$ cat src/rtl/util_delay_arbiter.sv
// util_delay_arbiter
//
// Two-requester round-robin arbiter and sequencer for one shared,
// fixed-latency, pipelined unit. At most one operation is issued per cycle.
// A tag pipeline of DELAY stages remembers who owns each in-flight
// operation, so that each result can be steered into that requester's
// response FIFO. Credits (in-flight + buffered <= DEPTH) guarantee that a
// result always finds room in its FIFO when it comes out of the unit.
//
// Ports:
//   clock      rising-edge clock
//   reset      asynchronous, active-low reset
//   flush      synchronous kill of all in-flight and buffered work
//   req_valid  per-requester request valid (bit i = requester i)
//   req_data   per-requester operand, requester i at [i*WIDTH +: WIDTH]
//   req_ready  per-requester grant (one-hot or zero)
//   unit_valid operation issued to the shared unit this cycle
//   unit_id    owner of the issued operation
//   unit_in    operand driven to the shared unit
//   unit_out   unit result, valid exactly DELAY cycles after unit_in
//   rsp_valid  response FIFO i is non-empty
//   rsp_data   head of response FIFO i at [i*WIDTH +: WIDTH]
//   rsp_ready  pop response FIFO i

module util_delay_arbiter #(
  parameter int WIDTH = 32,
  parameter int DELAY = 4,
  parameter int DEPTH = 4
) (
  input  logic               clock,
  input  logic               reset,
  input  logic               flush,
  input  logic [1:0]         req_valid,
  input  logic [2*WIDTH-1:0] req_data,
  output logic [1:0]         req_ready,
  output logic               unit_valid,
  output logic               unit_id,
  output logic [WIDTH-1:0]   unit_in,
  input  logic [WIDTH-1:0]   unit_out,
  output logic [1:0]         rsp_valid,
  output logic [2*WIDTH-1:0] rsp_data,
  input  logic [1:0]         rsp_ready
);

  localparam int CW  = $clog2(DEPTH + 1);
  localparam int CW1 = CW + 1;
  localparam int AW  = (DEPTH > 1) ? $clog2(DEPTH) : 1;

  localparam logic [AW-1:0]  LAST_SLOT    = AW'(DEPTH - 1);
  localparam logic [CW1-1:0] CREDIT_LIMIT = CW1'(DEPTH);

  // Per-requester bookkeeping.
  logic [CW-1:0]    inflight [2];
  logic [CW-1:0]    count    [2];
  logic [AW-1:0]    wr_ptr   [2];
  logic [AW-1:0]    rd_ptr   [2];
  logic [WIDTH-1:0] fifo_mem [2][DEPTH];

  // Ownership tags travelling alongside the operations inside the unit.
  logic [DELAY-1:0] tag_valid;
  logic [DELAY-1:0] tag_id;

  // Round-robin pointer: the requester that wins a tie.
  logic rr;

  logic [1:0] eligible;
  logic [1:0] grant_vec;
  logic [1:0] push_vec;
  logic [1:0] pop_vec;
  logic       any_grant;
  logic       winner;
  logic       retire;

  function automatic logic [AW-1:0] next_slot(input logic [AW-1:0] slot);
    return (slot == LAST_SLOT) ? '0 : slot + AW'(1);
  endfunction

  // Credit check. Only registered counters are used, so a pop in this cycle
  // frees its credit one cycle later. Reset and flush suppress all grants.
  always_comb begin
    eligible = 2'b00;
    for (int i = 0; i < 2; i++) begin
      eligible[i] = reset && !flush && req_valid[i] &&
                    (({1'b0, inflight[i]} + {1'b0, count[i]}) < CREDIT_LIMIT);
    end
  end

  // Arbitration and combinational issue into the shared unit.
  always_comb begin
    any_grant = |eligible;
    winner    = 1'b0;
    if (&eligible) begin
      winner = rr;
    end else if (eligible[1]) begin
      winner = 1'b1;
    end
    grant_vec = 2'b00;
    if (any_grant) begin
      grant_vec[winner] = 1'b1;
    end
    req_ready  = grant_vec;
    unit_valid = any_grant;
    unit_id    = any_grant ? winner : 1'b0;
    unit_in    = '0;
    if (any_grant) begin
      unit_in = winner ? req_data[2*WIDTH-1:WIDTH] : req_data[WIDTH-1:0];
    end
  end

  // Retire path: the oldest tag says whose result is on unit_out right now.
  // A result landing during a flush is dropped.
  always_comb begin
    retire   = tag_valid[DELAY-1] && !flush;
    push_vec = {retire && tag_id[DELAY-1], retire && !tag_id[DELAY-1]};
  end

  // Response side: FIFO heads and pops. Pops are ignored during a flush
  // because rsp_valid is forced low then.
  always_comb begin
    rsp_valid = 2'b00;
    pop_vec   = 2'b00;
    rsp_data  = '0;
    for (int i = 0; i < 2; i++) begin
      rsp_valid[i] = reset && !flush && (count[i] != '0);
      pop_vec[i]   = rsp_valid[i] && rsp_ready[i];
      rsp_data[i*WIDTH +: WIDTH] = fifo_mem[i][rd_ptr[i]];
    end
  end

  // Tag pipeline: shifts every cycle, stage 0 captures the current issue.
  always_ff @(posedge clock or negedge reset) begin
    if (!reset) begin
      tag_valid <= '0;
      tag_id    <= '0;
    end else if (flush) begin
      tag_valid <= '0;
      tag_id    <= '0;
    end else begin
      tag_valid[0] <= unit_valid;
      tag_id[0]    <= unit_id;
      for (int k = 1; k < DELAY; k++) begin
        tag_valid[k] <= tag_valid[k-1];
        tag_id[k]    <= tag_id[k-1];
      end
    end
  end

  // Round-robin pointer: after a grant the other requester gets priority.
  always_ff @(posedge clock or negedge reset) begin
    if (!reset) begin
      rr <= 1'b0;
    end else if (flush) begin
      rr <= 1'b0;
    end else if (any_grant) begin
      rr <= ~winner;
    end
  end

  // Credit counters and response FIFOs. Grant and retire on the same
  // requester cancel in inflight; push and pop on the same FIFO cancel in
  // count, and the write goes to the slot being vacated when the FIFO is
  // full, which is safe because the head is read before the edge.
  always_ff @(posedge clock or negedge reset) begin
    if (!reset) begin
      for (int i = 0; i < 2; i++) begin
        inflight[i] <= '0;
        count[i]    <= '0;
        wr_ptr[i]   <= '0;
        rd_ptr[i]   <= '0;
        for (int j = 0; j < DEPTH; j++) begin
          fifo_mem[i][j] <= '0;
        end
      end
    end else if (flush) begin
      for (int i = 0; i < 2; i++) begin
        inflight[i] <= '0;
        count[i]    <= '0;
        wr_ptr[i]   <= '0;
        rd_ptr[i]   <= '0;
      end
    end else begin
      for (int i = 0; i < 2; i++) begin
        inflight[i] <= inflight[i] + CW'(grant_vec[i]) - CW'(push_vec[i]);
        count[i]    <= count[i] + CW'(push_vec[i]) - CW'(pop_vec[i]);
        if (push_vec[i]) begin
          fifo_mem[i][wr_ptr[i]] <= unit_out;
          wr_ptr[i]              <= next_slot(wr_ptr[i]);
        end
        if (pop_vec[i]) begin
          rd_ptr[i] <= next_slot(rd_ptr[i]);
        end
      end
    end
  end

endmodule
$ cat config.mk
export PLATFORM = sky130hd
export DESIGN_NAME = util_delay_arbiter
export DESIGN_NICKNAME = d
export VERILOG_FILES = /design/src/rtl/util_delay_arbiter.sv
export SDC_FILE = /design/constraint.sdc
export NUM_CORES = 1
export LEC_CHECK = 0
export ABC_AREA = 1
export CAP_MARGIN = 5
export CORE_MARGIN = 1.5
export CORE_UTILIZATION = 54
export CTS_CLUSTER_DIAMETER = 50
export DETAILED_ROUTE_END_ITERATION = 6
export PLACE_DENSITY = 0.85
export REMOVE_ABC_BUFFERS = 1
export SETUP_SLACK_MARGIN = 0.02
export SYNTH_ARGS = -nofsm -noshare
export SYNTH_HDL_FRONTEND = slang
export SYNTH_SLANG_ARGS = --single-unit
$ cat constraint.sdc
create_clock -name clock -period 3 [get_ports clock]
set_input_delay 0.45 -clock clock [delete_from_list [all_inputs] [get_ports clock]]
set_output_delay 0.45 -clock clock [all_outputs]
set_load 0.05 [all_outputs]
Word level (Yosys, flattened, before mapping)
Cells that the tools add are included. W data, S select, Z words.

Add/sub/neg operators: 14. Order comparisons: 10. Equal/unequal tests: 4. Muxes and demuxes: 36. Bitwise gates (word level): 6. Reductions and logical operators: 28.

Operators by type and width (number): $bwmux W128 (2); $mux W32 (8); $bmux W32 S2 (2); $demux W32 S2 (2); $mux W2 (9); $mux W4 (4); $logic_and A1 B1 Y1 (15); $add A3 B1 Y3 (4); $ge A3 B3 Y1 const B (4); $mux W6 (2); $not A2 Y3 (4); $sub A3 B1 Y3 (4); $reduce_bool A2 Y1 (5); $add A2 B1 Y2 const B (4); $add A3 B3 Y4 (2); $eq A2 B2 Y1 const B (4); $lt A4 B3 Y1 const B (2); $lt A3 B1 Y1 const B (2); $mux W1 (6); $reduce_and A2 Y1 (3); $reduce_bool A3 Y1 (2); $logic_not A1 Y1 (2); $lt A1 B2 Y1 const B (1); $not A1 Y1 (2); 3 further kinds (3).

Register bits: 285. Input bits: 103. Output and inout bits: 102. Word-level logic and storage cells: 117.

Longest topological paths before layout
Word-level depth: 14. Gate-level depth with buffers: 12. Mapped depth without buffers: 11.

Worst setup path after synthesis
OpenSTA, ideal clock, no wires.

Path kind: reg-to-output. From: register count[1] (netlist bit). To: output port unit_valid. Arrival time: 1.956 ns. Data required time: 2.550 ns. Slack: 0.594 ns. Cell stages (with the launch flop): 5. Path buffers: 0. Cell sequence: dfrtp_1 -> ha_1 -> nand3_1 -> nand2_1 -> o21ai_0.

Longest elaborated chain between the ends: 4.

RTL lines: start, declared (RTL line 54) `logic [CW-1:0] count [2];`; start signal, assigned by index (RTL line 184) `count[i] <= count[i] + CW'(push_vec[i]) - CW'(pop_vec[i]);`; $add A3 B3 Y4 (RTL line 84) `(({1'b0, inflight[i]} + {1'b0, count[i]}) < CREDIT_LIMIT);`; $lt A4 B3 Y1 (RTL line 84); $logic_and A1 B1 Y1 (RTL line 83) `eligible[i] = reset && !flush && req_valid[i] &&`; $reduce_or A2 Y1 (RTL line 90) `any_grant = |eligible;`; end, declared (RTL line 36) `output logic unit_valid,`.

Every way passes these cells.

Worst setup path in the final report
From: register count[1] (netlist bit). To: output port unit_in[22].

Longest elaborated chain between the ends: 7. Elaborated cells on any way between the ends: 9. Classes of those cells: add/sub (1); order compare (1); mux (4); reduce/logical (3).

RTL lines: $add A3 B3 Y4 (*) (RTL line 84); $lt A4 B3 Y1 (*) (RTL line 84); $logic_and A1 B1 Y1 (*) (RTL line 83); $mux W1 / $reduce_and A2 Y1 (equally long branches) (RTL line 94, 92); $mux W1 (RTL line 92) `if (&eligible) begin`; $mux W32 (RTL line 106) `unit_in = winner ? req_data[2*WIDTH-1:WIDTH] : req_data[WIDTH-1:0];`; $mux W32 (*) (RTL line 105) `if (any_grant) begin`; end, declared (RTL line 38) `output logic [WIDTH-1:0] unit_in,`.

Every way passes the cells marked *; elsewhere a longest branch is shown, timed or not.

==> metrics.txt <==
CP endpoint kind=output pin; critical path launch point=count[1]; post-synthesis sequential area ratio=0.552; crit-path max FO=33; top_reg_cell synth=dfrtp_1; Core Box Area=23500 µm²; GRT Util Overall=0.279; CP Data Arrival Time=roughly 2.4 ns; Sink Count=around 290; Post-Synthesis Cell Area=between 10000 and 15000 µm²; Clock Tree Root=clkbuf_16; max-cap violation count=0; RSZ-0062 raised after global routing=true; syn avg cell area=roughly 8.6 µm²; drt total wl=34300 µm; die width=about 160 µm; row count=between 50 and 60; register bit count reported by yosys=roughly 290; met2 usage=0.486; Most Crowded Layer GR=met2; Relative slew margins=0.311; remaining routing DRC violations=0; Hold Crit Class=input port to async pin; P_int=approximately 7300 µW; EDFF count, synth=0; 1st-iter DRT viols=between 800 and 900; CTS tree=done; Sw Ratio=0.269; clk slew on worst S/H paths=0.07 ns; Final min period=roughly 2.8 ns; antenna violations before repair=0; Synthesis Warnings=0; Yosys top cell by area=dfrtp_1; CP Data Required Time=~2.6 ns; Sum Neg Setup Slack=0 ns; Fin Hold WS=approximately 0.37 ns; post-synth cell types=27; worst r2r src=count[1]; Clk pwr share=0.410; vias=~11000; Leak=about 0.008 µW; Area Overhead vs Synth=28.5%; ranking of synthesized cells by area=dfrtp_1 (55%), o21ai_0 (15%), nand2_1 (9.8%); run status=finished clean; VDD IR max=about 0.00046 V; GR Overflow Total=0; Sequential Power Share=0.411; ANT nets after route=0; Fin. Hold Viols=0; Max Root-Sink Buffers=3; most frequent cells after synthesis=o21ai_0 (377), nand2_1 (337), dfrtp_1 (285); largest net degree at the start of global routing=82; total die area=24900 µm²; H-tree levels=1; total CTS buffers=29; Place WS=0.226 ns; Initial Util=0.550; first-pass GRT wire length=55400 µm; asr flop ratio synth=1.00; fmax=approximately 0.35 GHz; most common cell in the synthesized netlist=o21ai_0; Setup CP Type=register to output pin; # nets final=approximately 1800; crit path launch type=register; drt first pass iters=7; ratio of cells with drive above 1 in the final layout=0.123; GR Util met3=0.0381; Die Ht=between 150 and 200 µm; Mapped Cells=1505; Clock Skew=~0.015 ns; Final Slew Violations=0; Worst-Margin Slew=slightly above 1 ns; fin util=0.707; # IOs=around 210; PnR Total Power=9970 µW; final setup vio count=0; combinational share of power=0.179; Final WS setup=between 0.15 and 0.2 ns; HPWL after DPL=21000 µm; power density over cell area=around 600 nW/µm²; GRT met1 Usage=0.353; Sw Pwr=~2700 µW; vias per cell=5.66; period utilisation layout=0.945; Yosys top cell area share=0.552; routed wire length per instance=17.1 µm; Diodes inserted=0; gpl congestion=0.801; PortBufs=about 200; Worst-Skew Late Latency=~0.55 ns; vias in the first global route=11258
metrics by stage:
step	std cells	instance area, µm²
CTS	2008	16600
global placement	1952	15500
detailed placement	1952	15500
global route	2008	16600
finish	2008	16600
floorplan	1404	12500
cell usage in the layout, fill, tap and decap left out, types with 3 or more instances in the layout:
cell	netlist	layout
inv_1	74	71
nand3_1	37	37
o21ai_1	19	19
buf_4	1	74
dfrtp_1	285	283
clkbuf_16	0	29
nand2_4	11	11
buf_12	0	50
clkdlybuf4s50_1	0	101
nor2_1	152	152
o21ai_0	377	377
clkinv_2	1	6
xor2_1	3	3
nand2_1	337	337
nor2_4	3	3
clkbuf_8	0	6
o22ai_1	64	64
fa_1	4	4
a21oi_1	7	7
ha_1	20	20
inv_6	2	3
bufinv_16	0	7
buf_8	0	3
timing repair:
| item | CTS | global route |
|---|---|---|
| hold buffers | 1 | 0 |
| setup endpoints to repair | 26 | 37 |
| gates resized for setup | 0 | 10 |
| setup buffers | 1 | 0 |
| pin swaps | 1 | 0 |
| hold endpoints to repair | 6 | 0 |
per-layer routing:
layer	up-vias	wire [µm]
li1	5309	-
met1	5535	14000
met2	444	17100
met3	76	2050
met4	0	1100
met5	-	0
cell families (layout without fill, tap and decap cells):
| kind of cell | Yosys count | after routing | synth area share |
|---|---|---|---|
| compound gates | 468 | 468 | 0.188 |
| fa+ha+maj | 24 | 24 | 0.0256 |
| flops | 285 | 285 | 0.552 |
| xor+xnor | 5 | 5 | 0.00339 |
| simple gates | 545 | 545 | 0.171 |
| buf+inv | 178 | 362 | 0.0594 |
power by group through the flow:
stage	sequential [µW]	clock (µW)	combinational [µW]
floorplan	4140	0	865
global placement	4150	0	1760
detailed placement	4160	0	1780
CTS	4090	4110	1800
global route	4110	4260	1890
finish	4100	4090	1790
worst paths after layout:
| kind | endpoint | slack (ns) | depth (start not counted) |
|---|---|---|---|
| worst max-delay path | unit_in[22] | 0.17 | 9 |
| worst min-delay path | tag_valid[0] | 0.37 | 2 |
| worst max register to register | inflight[1] | 0.58 | 11 |
| worst min register to register | tag_id[3] | 0.47 | 2 |
| max in group asynchronous | rd_ptr[2] | 0.57 | 4 |
| min in group clock | tag_id[3] | 0.47 | 2 |
cell type report:
class / instances / area [µm²]
Sequential cell: 285 / 7140
Inverter: 77 / 303
Fill cell: 1677 / 6870
Timing Repair Buffer: 231 / 2650
Multi-Input combinational cell: 1042 / 5020
Clock inverter: 18 / 290
Tap cell: 319 / 399
Clock buffer: 36 / 812
state kept, by name (all words and copies together) (netlist names):
register   cells
rd_ptr         4
tag_valid      4
tag_id         4
rr             1
fifo_mem     256
wr_ptr         4
count          6
inflight       6
worst max-delay path: stages (launching register included):
cell and delay [ns]:
dfrtp_1 0.46, ha_1 0.31, nand3_1 0.08, nand2_1 0.16, nor2_4 0.07, a21oi_4 0.16
buf_8 0.22, nand2_1 0.08, nand2_1 0.07, buf_4 0.20
No activity file was read; power rests on OpenSTA's default activity.
